File: src/rtl/br_resolve_unit_pkg.sv
// Shared RV32I type definitions: branch compare encodings and BHT counter states.
package rv32i_types;

    typedef enum logic [2:0] {
        BR_BEQ  = 3'b000,
        BR_BNE  = 3'b001,
        BR_SLT  = 3'b010,
        BR_SLTU = 3'b011,
        BR_BLT  = 3'b100,
        BR_BGE  = 3'b101,
        BR_BLTU = 3'b110,
        BR_BGEU = 3'b111
    } branch_funct3_t;

    typedef enum logic [1:0] {
        SNT = 2'b00,
        WNT = 2'b01,
        WT  = 2'b10,
        ST  = 2'b11
    } bht_state_t;

    localparam bht_state_t BHT_RESET_STATE = WNT;

    // Two-bit saturating step: taken moves toward ST, not-taken toward SNT.
    function automatic logic [1:0] bht_next(input logic [1:0] cur, input logic taken);
        if (taken) begin
            return (cur == 2'b11) ? cur : cur + 2'd1;
        end
        return (cur == 2'b00) ? cur : cur - 2'd1;
    endfunction

endpackage

File: src/rtl/br_resolve_unit_wide_cmp.sv
// Combinational RV32I branch / set-less-than comparator over full-width operands.
module wide_cmp
    import rv32i_types::*;
#(
    parameter int WIDTH = 32
) (
    input  logic [2:0]       cmpop,
    input  logic [WIDTH-1:0] a,
    input  logic [WIDTH-1:0] b,
    output logic             br_en
);

    logic eq;
    logic lt;
    logic ltu;

    assign eq  = (a == b);
    assign lt  = ($signed(a) < $signed(b));
    assign ltu = (a < b);

    always_comb begin
        br_en = 1'b0;
        case (branch_funct3_t'(cmpop))
            BR_BEQ:  br_en = eq;
            BR_BNE:  br_en = !eq;
            BR_SLT:  br_en = lt;
            BR_BLT:  br_en = lt;
            BR_BGE:  br_en = !lt;
            BR_SLTU: br_en = ltu;
            BR_BLTU: br_en = ltu;
            BR_BGEU: br_en = !ltu;
            default: br_en = 1'b0;
        endcase
    end

endmodule

File: src/rtl/br_resolve_unit.sv
// Branch resolution: compare, optional output register, mispredict detection,
// bimodal BHT training and saturating branch / mispredict counters.
module br_resolve_unit
    import rv32i_types::*;
#(
    parameter int WIDTH       = 32,
    parameter int BHT_ENTRIES = 64,
    parameter int PIPE        = 1
) (
    input  logic             clk,
    input  logic             rst,
    input  logic [WIDTH-1:0] pred_pc,
    output logic             pred_taken,
    input  logic             in_valid,
    output logic             in_ready,
    input  logic [2:0]       in_cmpop,
    input  logic [WIDTH-1:0] in_a,
    input  logic [WIDTH-1:0] in_b,
    input  logic [WIDTH-1:0] in_pc,
    input  logic             in_is_branch,
    input  logic             in_pred_taken,
    input  logic             flush,
    output logic             out_valid,
    input  logic             out_ready,
    output logic             out_br_en,
    output logic             out_mispredict,
    output logic [WIDTH-1:0] out_pc,
    output logic [WIDTH-1:0] br_count,
    output logic [WIDTH-1:0] mispred_count
);

    localparam int IDX_W = (BHT_ENTRIES > 1) ? $clog2(BHT_ENTRIES) : 1;

    logic             br_en;
    logic             mispredict;
    logic             accept;
    logic             train;
    logic [1:0]       bht [BHT_ENTRIES];
    logic [IDX_W-1:0] rd_idx;
    logic [IDX_W-1:0] wr_idx;
    logic             unused_pc;

    wide_cmp #(.WIDTH(WIDTH)) u_cmp (
        .cmpop (in_cmpop),
        .a     (in_a),
        .b     (in_b),
        .br_en (br_en)
    );

    assign rd_idx     = pred_pc[IDX_W+1:2];
    assign wr_idx     = in_pc[IDX_W+1:2];
    assign unused_pc  = ^pred_pc;
    assign pred_taken = bht[rd_idx][1];

    // Handshake: a request transfers on in_valid && in_ready; flush vetoes the
    // transfer without touching in_ready; a result retires on out_valid && out_ready.
    assign mispredict = in_is_branch && (br_en != in_pred_taken);
    assign accept     = in_valid && in_ready && !flush;
    assign train      = accept && in_is_branch;

    // Read port sees the pre-update value in the training cycle (no bypass).
    always_ff @(posedge clk) begin
        if (rst) begin
            for (int i = 0; i < BHT_ENTRIES; i++) begin
                bht[i] <= BHT_RESET_STATE;
            end
        end else if (train) begin
            bht[wr_idx] <= bht_next(bht[wr_idx], br_en);
        end
    end

    always_ff @(posedge clk) begin
        if (rst) begin
            br_count      <= '0;
            mispred_count <= '0;
        end else if (train) begin
            if (!(&br_count)) begin
                br_count <= br_count + 1'b1;
            end
            if (mispredict && !(&mispred_count)) begin
                mispred_count <= mispred_count + 1'b1;
            end
        end
    end

    generate
        if (PIPE != 0) begin : g_pipe
            logic             valid_q;
            logic             br_en_q;
            logic             mispredict_q;
            logic [WIDTH-1:0] pc_q;

            assign in_ready = !valid_q || out_ready;

            always_ff @(posedge clk) begin
                if (rst) begin
                    valid_q      <= 1'b0;
                    br_en_q      <= 1'b0;
                    mispredict_q <= 1'b0;
                    pc_q         <= '0;
                end else if (flush) begin
                    valid_q <= 1'b0;
                end else if (accept) begin
                    valid_q      <= 1'b1;
                    br_en_q      <= br_en;
                    mispredict_q <= mispredict;
                    pc_q         <= in_pc;
                end else if (out_ready) begin
                    valid_q <= 1'b0;
                end
            end

            assign out_valid      = valid_q;
            assign out_br_en      = br_en_q;
            assign out_mispredict = mispredict_q;
            assign out_pc         = pc_q;
        end else begin : g_comb
            assign in_ready       = out_ready;
            assign out_valid      = in_valid && !flush;
            assign out_br_en      = br_en;
            assign out_mispredict = mispredict;
            assign out_pc         = in_pc;
        end
    endgenerate

endmodule

File: config.mk
export PLATFORM = sky130hd
export DESIGN_NAME = br_resolve_unit
export DESIGN_NICKNAME = d
export VERILOG_FILES = /design/src/rtl/br_resolve_unit_pkg.sv /design/src/rtl/br_resolve_unit_wide_cmp.sv /design/src/rtl/br_resolve_unit.sv
export SDC_FILE = /design/constraint.sdc
export NUM_CORES = 1
export LEC_CHECK = 0
export ABC_CLOCK_PERIOD_IN_PS = 9900
export BUFFER_PORTS_ARGS = -buffer_cell sky130_fd_sc_hd__buf_2
export CORE_AREA = 3 3 159 161
export DETAILED_ROUTE_END_ITERATION = 12
export DIE_AREA = 0 0 162 164
export HOLD_SLACK_MARGIN = 0.08
export PLACE_DENSITY = 0.73
export SLEW_MARGIN = 10
export SYNTH_ARGS = -nofsm -noshare
export SYNTH_HDL_FRONTEND = slang
export SYNTH_SLANG_ARGS = --single-unit
File: constraint.sdc
create_clock -name clk -period 9.9 [get_ports clk]
set_input_delay 1.98 -clock clk [delete_from_list [all_inputs] [get_ports clk]]
set_output_delay 1.98 -clock clk [all_outputs]
set_load 0.02 [all_outputs]
**Word-level counts from Yosys, hierarchy flattened**

Memories as Yosys holds them, arrays and structs flattened.
Index checks and enable logic that the tools add are counted.

- Register bits after elaboration: 99
- Bits in latches: 0
- Memory bits (writable): 128
- Memory bits (read-only): 0
- Input port bits: 138
- Output and inout port bits: 101
- Memories: 1

Memories:

| memory | depth | bits a word | rd ports | clocked after memory_dff | wr ports | line | text |
|---|---|---|---|---|---|---|---|
| bht | 64 | 2 | 2 | 0 | 64 | br_resolve_unit.sv:38 | `logic [1:0] bht [BHT_ENTRIES];` |

- Add/sub/neg operators: 4
- $mul: 0
- Div/mod/pow operators: 0
- Order comparisons: 2
- Equality and inequality tests: 10
- Shift operators: 0
- Multiplexer cells: 20
- Bitwise gates (word level): 2
- Reductions and logical operators: 24

Operators by type and width:

| kind | number |
|---|---|
| adder 32 x 1 -> 32 bit, second input constant | 2 |
| less-than comparator 32 bit | 2 |
| AND reduction 32 bit | 2 |
| equality test 32 bit | 1 |
| 2-to-1 mux 2 bit | 7 |
| equality test 3 bit, second input constant | 4 |
| 2-to-1 mux 1 bit | 11 |
| OR reduction 2 bit | 4 |
| equality test 3 x 2 -> 1 bit, second input constant | 2 |
| zero test 1 bit | 6 |
| 2-to-1 mux 6 bit | 1 |
| one-hot mux 1 bit (6 select lines) | 1 |
| AND reduction 2 bit | 3 |
| logical AND 1 bit | 5 |
| equality test 3 x 1 -> 1 bit, second input constant | 1 |
| zero test 3 bit | 1 |
| adder 2 x 1 -> 2 bit, second input constant | 1 |
| equality test 2 bit, second input constant | 1 |
| zero test 2 bit | 1 |
| inverter 1 bit | 2 |
| nonzero test 2 bit | 1 |
| subtractor 2 x 1 -> 2 bit, second input constant | 1 |
| logical OR 1 bit | 1 |
| != test 1 bit | 1 |

**Depth between registers and ports, before layout**

- Depth in word-level cells: 11
- Gate-level depth with buffers: 14
- Mapped depth without buffers: 11

**Hierarchy**

Synthesis repeated with hierarchy kept, for this count alone.

- Cell total of the unflattened synthesis: 1268
- Area total of the unflattened synthesis: 12215.5 um^2

Modules (own cells, without submodules):

| module | times used | cells each | area each (um^2) | seq. area each (um^2) |
|---|---|---|---|---|
| br_resolve_unit | 1 | 1136 | 11269.6 | 5825.6 |
| wide_cmp | 1 | 132 | 945.9 | 0.0 |

**Least setup slack after synthesis**

No wires, ideal clock.

- Path kind: input to output
- Start point: input port pred_pc[2]
- End point: output port pred_taken
- Data arrival time: 4.461 ns
- Path slack: 3.459 ns
- Stages on the path: 5
- Path buffers: 2
- Cells stage by stage: clkbuf_1 -> buf_1 -> mux4_2 -> mux4_2 -> mux4_2

- Longest elaborated chain between the ends: 1

Ends and longest elaborated chain:

| element | line | text |
|---|---|---|
| start: declaration | br_resolve_unit.sv:12 | `input logic [WIDTH-1:0] pred_pc,` |
| memory (64 x 2 bit) | n/a |  |
| end: declaration | br_resolve_unit.sv:13 | `output logic pred_taken,` |

Every way passes these cells.

**Worst setup path after layout**

Same ends and word-level chain as after synthesis.

==> run summary <==
Placed insts: 1713
Post-synthesis average cell area: 9.53 sq um
GR Util All Layers: 22.8%
Power after layout: 2130 uW
Syn nets: 1425
Fmax: 161 MHz
Final Hold Viols: 0
Final Instance Count excl. Fillers: 1756
Final instance area: 13900 sq um
Die area: 26600 sq um
Static Leakage: 0.00519 uW
Port bufs: 212
Largest net degree at the start of global routing: 113
Ant. Diodes: 0
Final setup viols: 0
Status: completed
Max cap viols: 0
Yosys warns: 0
Syn Inst Count: 1253
Hold path depth: 2
CTS tree: built
Die width: 162 microns
Setup TNS: 0 ns
Ys flop type: edfxtp_1
Dpl cell area: 13100 sq um
Worst setup path class: input port to primary output
Area of the multi-input gates: 5570 sq um
First-pass DRT Iterations: 5
Clock Latency Late Sink: 0.52 ns
Reg area: 5830 sq um
Pwr Density: 154 nW/um^2
Dpl hpwl: 21100 microns
GRT overflow: 0
I/O pins: 239
HP Class: flop to flop
Crit start category: input port
Register area share after synthesis: 48.8%
Fin crit share: 62.6%
CTS Sinks: 227
Post_cts resized: 0
Setup Skew: 0.0142 ns
Netlist cell types: 64
Filler Cells Inserted: 2158
Drc violations: 0
RR Startpoint: bht[41][1]
Synthesized flop and latch total: 227
Vias: 10000
Drt wl/cell: 17.7 microns
R2r worst-path depth: 9
Worst VDD drop: 0.122 mV
Vias in the first global route: 9786
Cts bufs inserted: 24
Drt first-iter violations: 795
Routability cong.: 0.868
H-tree levels: 1
Synth area leader: edfxtp_1
Post-CTS Repair Setup Buffers: 0
Rows: 57
EDFF count, synth: 128
FFs w/ async S/R, synth: 0%
Cells taking the most area after synthesis: edfxtp_1, dfxtp_1, nand2_1
Number of hold buffers added after cts: 0
Area growth from synthesis to layout: 16.2%
Clock root cell: clkbuf_16
Core area: 24100 sq um
CP Launch Point: pred_pc[2]
Clock buffer depth: 3
First-pass GRT wire length: 49500 microns
Initial Util: 49.5%
Tmin final: 6.20 ns
RSZ-0062 raised after global routing: false
Least-Margin Pin Slew: 1.13 ns
Antenna violations before repair: 1
CP max FO: 16
Share of cells above drive strength 1: 22.2%
Post-Syn Area: 11900 sq um
Post-route ant nets: 0
Die Y: 164 microns
WP data required: 7.92 ns
WL final: 31100 microns
Share of the synthesized area in the top cell type: 32.2%
# nets final: 1587
Pins Over Slew Limit: 0
Clock Pin Slew Worst Setup and Hold Paths: 0.06 ns
Crit. End Element: primary output
Arrival @ worst endpoint: 4.22 ns
Hold Crit Start: out_pc[11]
Slew margin rel.: 24.4%
Vias/cell: 5.72
layer usage:
layer	global-route usage (%)	routed length (microns)	vias to the layer above	part of all wire, %
met2	37.6	14900	418	48
met3	4.87	2780	65	8.9
li1	-	-	4843	-
met5	0	13	-	0.042
met1	29.9	12500	4716	40
met4	7.87	876	2	2.8
cells by family (layout without fill, tap and decap cells):
logic type,count (synthesis),count (layout),share of synthesized area (%)
buf+inv,133,312,4.84
mux,29,29,4.70
simple gates,595,595,24.4
fa+ha+maj,36,36,3.74
compound gates,202,202,11.2
flops,227,227,48.8
xor+xnor,31,31,2.27
metrics by stage:
step	hold slack [ns]	util, %	worst slack (ns)
3_5_place_dp	0.443	54.5	3.68
6_report	0.451	57.6	3.70
5_1_grt	0.473	57.6	3.57
2_1_floorplan	0.535	-	3.46
3_3_place_gp	0.439	54.5	3.70
4_1_cts	0.452	57.6	3.68
registers in the layout, summed over array words and instances (netlist names):
name            cells
out_pc             32
out_mispredict      1
br_count           32
mispred_count      32
bht               128
out_br_en           1
out_valid           1
worst max-delay path, cell delays in order:
cell,delay (ns)
buf_2,0.48
mux4_2,0.59
mux4_2,0.52
mux4_2,0.47
buf_2,0.17
report_power, final:
part / internal [uW] / switching [uW]
logic: 84.8 / 168
registers: 1010 / 10.0
clock network: 499 / 361
synthesized netlist by cell type (10+ instances only):
| master | number |
|---|---|
| or3_1 | 11 |
| nor3_1 | 37 |
| nand3_1 | 79 |
| dfxtp_1 | 99 |
| or4_1 | 11 |
| ha_1 | 34 |
| or2_2 | 21 |
| a22o_1 | 13 |
| and2_1 | 10 |
| a221oi_1 | 11 |
| a21oi_1 | 74 |
| o21ai_0 | 10 |
| and3_1 | 10 |
| nand2_1 | 173 |
| mux4_2 | 21 |
| o31ai_1 | 12 |
| nor4_1 | 13 |
| inv_1 | 43 |
| nand2b_1 | 44 |
| buf_2 | 18 |
| nor2_1 | 126 |
| edfxtp_1 | 128 |
| xnor2_1 | 13 |
| a22oi_1 | 42 |
| clkbuf_1 | 58 |
| xor2_1 | 18 |
| nand4_1 | 27 |
final timing paths:
check	endpoint	slack, ns
max	pred_taken	3.70
max reg2reg	bht[47][0]	6.61
min reg2reg	out_pc[11]	0.45
min	out_pc[11]	0.45
final cells by class:
type / count / area share [%]
repair buffers: 226 / 8.42
clock inverters: 11 / 0.523
well taps: 324 / 2.92
inverters: 43 / 1.16
multi-input cells: 893 / 40.1
flip-flops and latches: 227 / 42.0
clock buffers: 32 / 4.84
placed cells by master, fill, tap and decap left out, drive strengths merged, types with 3 or more instances in the layout:
cell type  Yosys  layout
xor2          18      18
a211oi         3       3
nand3         79      79
a21oi         74      74
nand3b         5       5
o21ai         15      15
o211ai         3       3
or3           11      11
nor3          39      39
xnor2         13      13
a21o           6       6
clkbuf        58      32
nor2         126     126
mux2           6       6
ha            34      34
a31oi          9       9
and3          10      10
buf           32     226
and2          10      10
nand2        173     173
inv           43      43
edfxtp       128     128
or4           11      11
nand2b        44      44
o31ai         12      12
nor4          13      13
nor3b          5       5
clkinv         0      10
nor2b          9       9
and4           5       5
nand4         27      27
a22oi         42      42
a22o          13      13
dfxtp         99      99
or2           24      24
a221oi        12      12
mux4          21      21
Power figures use the tool's default switching activity.
